$ cat src/rtl/mc_ctrl_pkg.sv
// Shared encodings for the multicycle MIPS control FSM: opcodes, states, ALU/mux selects.
package mc_ctrl_pkg;

  localparam logic [5:0] OP_RTYPE = 6'b000000;
  localparam logic [5:0] OP_LW    = 6'b100011;
  localparam logic [5:0] OP_SW    = 6'b101011;
  localparam logic [5:0] OP_BEQ   = 6'b000100;
  localparam logic [5:0] OP_J     = 6'b000010;
  localparam logic [5:0] OP_ADDI  = 6'b001000;

  typedef enum logic [3:0] {
    RESET_S   = 4'd0,
    FETCH     = 4'd1,
    DECODE    = 4'd2,
    MEM_ADDR  = 4'd3,
    MEM_READ  = 4'd4,
    MEM_WB    = 4'd5,
    MEM_WRITE = 4'd6,
    EXECUTE   = 4'd7,
    R_WB      = 4'd8,
    BRANCH    = 4'd9,
    JUMP      = 4'd10,
    ADDI_EX   = 4'd11,
    ADDI_WB   = 4'd12
  } state_e;

  localparam logic [1:0] ALUOP_ADD   = 2'b00;
  localparam logic [1:0] ALUOP_SUB   = 2'b01;
  localparam logic [1:0] ALUOP_FUNCT = 2'b10;

  localparam logic [1:0] PCSRC_ALU    = 2'b00;
  localparam logic [1:0] PCSRC_ALUOUT = 2'b01;
  localparam logic [1:0] PCSRC_JUMP   = 2'b10;

  localparam logic [1:0] SRCB_B       = 2'b00;
  localparam logic [1:0] SRCB_FOUR    = 2'b01;
  localparam logic [1:0] SRCB_IMM     = 2'b10;
  localparam logic [1:0] SRCB_IMM_SH2 = 2'b11;

  typedef struct packed {
    logic       pc_write;
    logic       pc_write_cond;
    logic [1:0] pc_source;
    logic       i_or_d;
    logic       mem_read;
    logic       mem_write;
    logic       ir_write;
    logic       mem_to_reg;
    logic       reg_dst;
    logic       reg_write;
    logic       alu_src_a;
    logic [1:0] alu_src_b;
    logic [1:0] alu_op;
  } ctrl_t;

  function automatic logic op_legal(input logic [5:0] op);
    return (op == OP_RTYPE) || (op == OP_LW) || (op == OP_SW) ||
           (op == OP_BEQ) || (op == OP_J) || (op == OP_ADDI);
  endfunction

endpackage

$ cat src/rtl/mc_ctrl_decode.sv
// Combinational state -> datapath control decode; FETCH loads gate on mem_ready.
module mc_ctrl_decode
  import mc_ctrl_pkg::*;
(
  input  state_e state,
  input  logic   mem_ready,
  output ctrl_t  ctrl
);

  always_comb begin
    ctrl = '0;
    case (state)
      FETCH: begin
        ctrl.mem_read  = 1'b1;
        ctrl.alu_src_b = SRCB_FOUR;
        ctrl.alu_op    = ALUOP_ADD;
        ctrl.pc_source = PCSRC_ALU;
        // IR and PC only advance once the fetched word is actually there
        ctrl.ir_write  = mem_ready;
        ctrl.pc_write  = mem_ready;
      end
      DECODE: begin
        ctrl.alu_src_b = SRCB_IMM_SH2;
        ctrl.alu_op    = ALUOP_ADD;
      end
      MEM_ADDR, ADDI_EX: begin
        ctrl.alu_src_a = 1'b1;
        ctrl.alu_src_b = SRCB_IMM;
        ctrl.alu_op    = ALUOP_ADD;
      end
      MEM_READ: begin
        ctrl.mem_read = 1'b1;
        ctrl.i_or_d   = 1'b1;
      end
      MEM_WB: begin
        ctrl.reg_write  = 1'b1;
        ctrl.mem_to_reg = 1'b1;
      end
      MEM_WRITE: begin
        ctrl.mem_write = 1'b1;
        ctrl.i_or_d    = 1'b1;
      end
      EXECUTE: begin
        ctrl.alu_src_a = 1'b1;
        ctrl.alu_src_b = SRCB_B;
        ctrl.alu_op    = ALUOP_FUNCT;
      end
      R_WB: begin
        ctrl.reg_write = 1'b1;
        ctrl.reg_dst   = 1'b1;
      end
      BRANCH: begin
        ctrl.alu_src_a     = 1'b1;
        ctrl.alu_src_b     = SRCB_B;
        ctrl.alu_op        = ALUOP_SUB;
        ctrl.pc_write_cond = 1'b1;
        ctrl.pc_source     = PCSRC_ALUOUT;
      end
      JUMP: begin
        ctrl.pc_write  = 1'b1;
        ctrl.pc_source = PCSRC_JUMP;
      end
      ADDI_WB: ctrl.reg_write = 1'b1;
      default: ctrl = '0;
    endcase
  end

endmodule

$ cat src/rtl/multicycle_control_fsm.sv
// Multicycle MIPS main control: state register, next-state sequencing, retire counter.
module multicycle_control_fsm
  import mc_ctrl_pkg::*;
#(
  parameter int CNT_WIDTH = 32
) (
  input  logic                 clk,
  input  logic                 rst_n,
  input  logic [5:0]           opcode,
  input  logic                 mem_ready,
  output logic                 pc_write,
  output logic                 pc_write_cond,
  output logic [1:0]           pc_source,
  output logic                 i_or_d,
  output logic                 mem_read,
  output logic                 mem_write,
  output logic                 ir_write,
  output logic                 mem_to_reg,
  output logic                 reg_dst,
  output logic                 reg_write,
  output logic                 alu_src_a,
  output logic [1:0]           alu_src_b,
  output logic [1:0]           alu_op,
  output logic                 illegal_op,
  output logic [CNT_WIDTH-1:0] retired_cnt
);

  state_e state, state_nxt;
  logic   retire;
  ctrl_t  ctrl;

  always_ff @(posedge clk or negedge rst_n) begin
    if (!rst_n) state <= RESET_S;
    else        state <= state_nxt;
  end

  always_comb begin
    state_nxt = FETCH;
    retire    = 1'b0;
    case (state)
      RESET_S:   state_nxt = FETCH;
      FETCH:     state_nxt = mem_ready ? DECODE : FETCH;
      DECODE: begin
        case (opcode)
          OP_RTYPE:     state_nxt = EXECUTE;
          OP_LW, OP_SW: state_nxt = MEM_ADDR;
          OP_BEQ:       state_nxt = BRANCH;
          OP_J:         state_nxt = JUMP;
          OP_ADDI:      state_nxt = ADDI_EX;
          default:      state_nxt = FETCH;
        endcase
      end
      MEM_ADDR:  state_nxt = (opcode == OP_SW) ? MEM_WRITE : MEM_READ;
      MEM_READ:  state_nxt = mem_ready ? MEM_WB : MEM_READ;
      MEM_WB:    retire    = 1'b1;
      MEM_WRITE: begin
        state_nxt = mem_ready ? FETCH : MEM_WRITE;
        retire    = mem_ready;
      end
      EXECUTE:   state_nxt = R_WB;
      R_WB:      retire    = 1'b1;
      BRANCH:    retire    = 1'b1;
      JUMP:      retire    = 1'b1;
      ADDI_EX:   state_nxt = ADDI_WB;
      ADDI_WB:   retire    = 1'b1;
      // unused encodings fall back to FETCH without retiring anything
      default:   state_nxt = FETCH;
    endcase
  end

  always_ff @(posedge clk or negedge rst_n) begin
    if (!rst_n)      retired_cnt <= '0;
    else if (retire) retired_cnt <= retired_cnt + CNT_WIDTH'(1);
  end

  mc_ctrl_decode u_decode (
    .state     (state),
    .mem_ready (mem_ready),
    .ctrl      (ctrl)
  );

  assign pc_write      = ctrl.pc_write;
  assign pc_write_cond = ctrl.pc_write_cond;
  assign pc_source     = ctrl.pc_source;
  assign i_or_d        = ctrl.i_or_d;
  assign mem_read      = ctrl.mem_read;
  assign mem_write     = ctrl.mem_write;
  assign ir_write      = ctrl.ir_write;
  assign mem_to_reg    = ctrl.mem_to_reg;
  assign reg_dst       = ctrl.reg_dst;
  assign reg_write     = ctrl.reg_write;
  assign alu_src_a     = ctrl.alu_src_a;
  assign alu_src_b     = ctrl.alu_src_b;
  assign alu_op        = ctrl.alu_op;
  assign illegal_op    = (state == DECODE) && !op_legal(opcode);

endmodule
$ cat config.mk
export PLATFORM = sky130hd
export DESIGN_NAME = multicycle_control_fsm
export DESIGN_NICKNAME = d
export VERILOG_FILES = /design/src/rtl/mc_ctrl_pkg.sv /design/src/rtl/mc_ctrl_decode.sv /design/src/rtl/multicycle_control_fsm.sv
export SDC_FILE = /design/constraint.sdc
export NUM_CORES = 1
export LEC_CHECK = 0
export ABC_CLOCK_PERIOD_IN_PS = 3900
export BUFFER_PORTS_ARGS = -buffer_cell sky130_fd_sc_hd__buf_4
export CAP_MARGIN = 25
export CORE_MARGIN = 3
export CORE_UTILIZATION = 55
export DETAILED_ROUTE_END_ITERATION = 7
export GPL_TIMING_DRIVEN = 0
export PLACE_DENSITY = 0.84
export SETUP_SLACK_MARGIN = 0.02
export SYNTH_ARGS = -nofsm -noshare
export SYNTH_HDL_FRONTEND = slang
export SYNTH_SLANG_ARGS = --single-unit
$ cat constraint.sdc
create_clock -name clk -period 3.9 [get_ports clk]
set_clock_uncertainty 0.15 [all_clocks]
set_input_delay 0.39 -clock clk [delete_from_list [all_inputs] [get_ports clk]]
set_output_delay 0.39 -clock clk [all_outputs]
set_load 0.05 [all_outputs]
==> implementation parameters <==
Parameter                              Value

Clock network
  CTS Buffer Depth ... 2
  Number of clock buffers inserted by TritonCTS ... 5
  CTS tree ... yes
  Clock latency on the worst-skew pair ... just under 0.3 ns
  Clock transition at the register clock pins on the worst setup and hold paths after CTS ... roughly 0.080 ns
  Root cell of the clock tree ... clkbuf_8
  Sinks on the clock net ... 36
  Maximum level of the CTS H-tree ... 2

Finish
  Post-route standard cell area excluding fillers ... between 2000 and 3000 um^2
  Final standard cell utilization of the core ... 76.73%
  Commonest non-fill, non-tap cell in the layout ... buf_4
  Fin nets ... between 200 and 300
  Number of diodes ... 0
  Syn-to-layout area delta ... 28.36%
  Commonest cells after routing, fill and taps aside ... buf_4 (58), dfrtp_1 (36), nor2_1 (28), xor2_1 (20), nand2_1 (19)
  Fraction of final layout cells with drive strength greater than 1 ... about 30%

Detailed routing
  Drt initial violations ... approximately 110
  Total number of vias ... about 1800
  Via count normalized by instance count ... about 5.5
  Number of nets still failing antenna checks after routing ... 0
  Average detailed-routed wire length per instance ... 13.87 um
  Final routed wirelength across all metal layers ... 4549 um
  Pre-antenna DRT Iters ... 4
  Detailed-route DRC error count ... 0

STA
  Max_slew headroom ... 54.17%
  Setup TNS ... 0 ns
  Total of endpoints with negative setup slack in the final report ... 0
  Unrepaired setup endpoints after global routing ... no
  Max Clock Freq ... ~0.39 GHz
  PnR worst setup slack ... around 1.3 ns
  Worst-margin pin slew ... 0.6780 ns
  Worst hold slack after final layout ... 0.2779 ns
  Final period util ... around 66%
  Number of hold violations in the final report ... 0
  Minimum period implied by the final worst setup slack ... ~2.6 ns
  Max-slew violation count ... 0

Power and ir drop
  Int Power ... 793.9 uW
  Power spent charging and discharging nets ... around 770 uW
  Highest ir drop seen on vdd ... approximately 510 uV
  Combinational Power Share ... between 50 and 60%
  Power per unit of standard cell area ... 585.8 nW/um^2
  Seq pwr share ... between 30% and 40%
  Leakage ... between 0.001 and 0.0015 uW
  Sw Share ... roughly half
  Clk pwr share ... ~17%

Worst setup path
  Crit path DAT ... just over 2 ns
  Critical Path Start Type ... flip-flop
  Highest net fanout along the worst path ... 10
  Data required, critical path ... 3.36 ns
  Endpoint of the most critical register-to-register path ... state[1]
  Startpoint of the worst register-to-register path ... state[3]
  Element type at the critical path end ... primary output
  Cell count of the worst reg-to-reg path ... 6
  Category of the most critical setup path ... flip-flop to primary output
  R2R setup slack ... around 2.0 ns

Die
  Placement row count ... 21
  Floorplan die width ... between 60 and 70 um
  Die Ht ... 67.40 um
  Area inside the core boundary ... around 3500 um^2
  Effective utilization at floorplan ... between 50% and 60%
  Number of I/O pins ... 58
  Full die area ... ~4500 um^2

Synth
  Share of synthesized area spent on multiplexers ... 0.5432%
  Synthesized netlist cell count ... between 200 and 250
  Flip-flop and latch count after synthesis ... 36
  Most used flip-flop cell after synthesis ... dfrtp_1
  Portion of the post-synthesis area used by sequential elements ... a little over two fifths
  Post-synthesis xor/xnor area fraction ... between 10% and 20%
  Combinational family with the most area after synthesis ... simple AND/OR/NAND/NOR gates
  Top post-synthesis cells by area ... dfrtp_1 (43%), xor2_1 (8.4%), xnor2_1 (5.5%), nor2_1 (5.1%), nand2_1 (3.4%)
  Count of yosys warnings during synthesis ... 0
  Total standard cell area after synthesis ... slightly above 2000 um^2
  Cell taking the most area after synthesis ... dfrtp_1
  Async set or reset register ratio after synthesis ... between 90% and 100%
  Synthesized area per cell ... around 9.6 um^2
  Arithmetic-cell share of the synthesized area counting full adders, half adders and majority gates ... 0.6035%
  Post-Syn Nets ... around 230
  Complex-gate fraction of the synthesized area ... roughly an eighth
  Area share of the largest cell type after synthesis ... between 40% and 50%
  Distinct cell type count of the synthesized netlist ... 47
  Simple-Gate Fraction of Synth Area ... a little over a quarter
  Post-synth EDFFs ... 0

Global routing
  Overall Global Routing Usage ... ~21%
  Number of antenna violations at the first check in global routing ... 0
  Vias in the first global route ... 1643
  Wire length of the first global-routing pass ... 7431 um
  Pin count of the biggest net entering global routing ... 37
  Congestion Overflow GR ... 0

Worst hold path
  Hold path depth ... 3
  Worst Hold Launch ... opcode[3]
  Classification of the worst-slack hold path ... primary input to flip-flop
  Min-Delay Endpoint ... state[1]

Placed design
  Count of port buffers added during placement ... 57
  Placed Instance Area ... 2559 um^2
  Worst Setup Slack post-DPL ... around 1.7 ns
  GPL Wtd Cong ... 0.8411
  DP HPWL ... roughly 3500 um

Status
  Result of the run ... complete, no violations

Flow run
  # Max-Cap Violations ... 0
-- critical path, stage by stage, from the launching register on --
cell and delay [ns]:
dfrtp_1 0.42, clkbuf_1 0.22, nor4b_1 0.62, and3_1 0.28, buf_4 0.20
-- how the worst max path moves through the flow --
stage / cells after the start / startpoint / slack (ns) / endpoint
floorplan: 3 / state[1] / 1.38 / alu_src_b[0]
global placement: 4 / state[3] / 1.69 / illegal_op
detailed placement: 4 / state[3] / 1.67 / illegal_op
CTS: 4 / state[3] / 1.33 / illegal_op
global route: 4 / state[3] / 1.27 / illegal_op
finish: 4 / state[3] / 1.32 / illegal_op
-- per-layer routing --
layer / track usage, % / vias up / wire (um) / share of wire (%)
met5: 0 / - / 0 / 0
met4: 7.342 / 0 / 57 / 1.3
met3: 4.825 / 7 / 246 / 5.4
met2: 36.20 / 53 / 2282 / 50
met1: 27.15 / 855 / 1963 / 43
li1: - / 881 / - / -
-- flip-flops by register name, indices dropped and copies added (netlist names) --
name and flops:
retired_cnt 32, state 4
-- kinds of logic after synthesis --
family,Yosys count
compound gates,33
xor+xnor,33
fa+ha+maj,1
buf+inv,13
flops,36
mux,1
simple gates,99
-- timing repair --
item | in CTS | in global routing
gates resized for setup | 0 | 0
endpoints found under the hold margin | 36 | 0
hold buffers | 1 | 0
buffers inserted | 0 | 0
-- cell usage after synthesis, types with 2 or more instances --
cell type / number
dfrtp_1: 36
nor2_1: 28
xor2_1: 20
nand2_1: 19
xnor2_1: 13
nor3_1: 8
o21ai_0: 8
a21oi_1: 6
and3_1: 6
inv_1: 6
nand4_1: 6
clkbuf_1: 5
nor2b_1: 5
nand2b_1: 4
nand3_1: 4
nor3_2: 3
a21boi_0: 2
a31oi_1: 2
and4_1: 2
nor3b_1: 2
nor4_1: 2
o21a_1: 2
o221ai_1: 2
or2_2: 2
-- final cells by class --
type                       instances  area [um^2]
buffer                             7        31.28
clock buffer                       5        68.82
clock inverter                     3        23.77
fill                             276        807.0
inverter                           6        22.52
multi-input combinational        167         1119
sequential                        36        900.9
tap                               46        57.56
timing repair buffer              58        437.9
-- per-stage QoR --
stage | cells | total power, uW
6_report | 328 | 1559
2_1_floorplan | 216 | 1075
5_1_grt | 328 | 1645
4_1_cts | 328 | 1567
3_5_place_dp | 319 | 1304
3_3_place_gp | 319 | 1290
-- power groups by stage --
stage,Combinational (uW),Clock [uW],Sequential (uW)
global placement,808,0,482
global route,870,290,485
detailed placement,818,0,485
floorplan,515,0,560
CTS,820,268,478
finish,817,264,478
(Power assumes the default switching activity.)
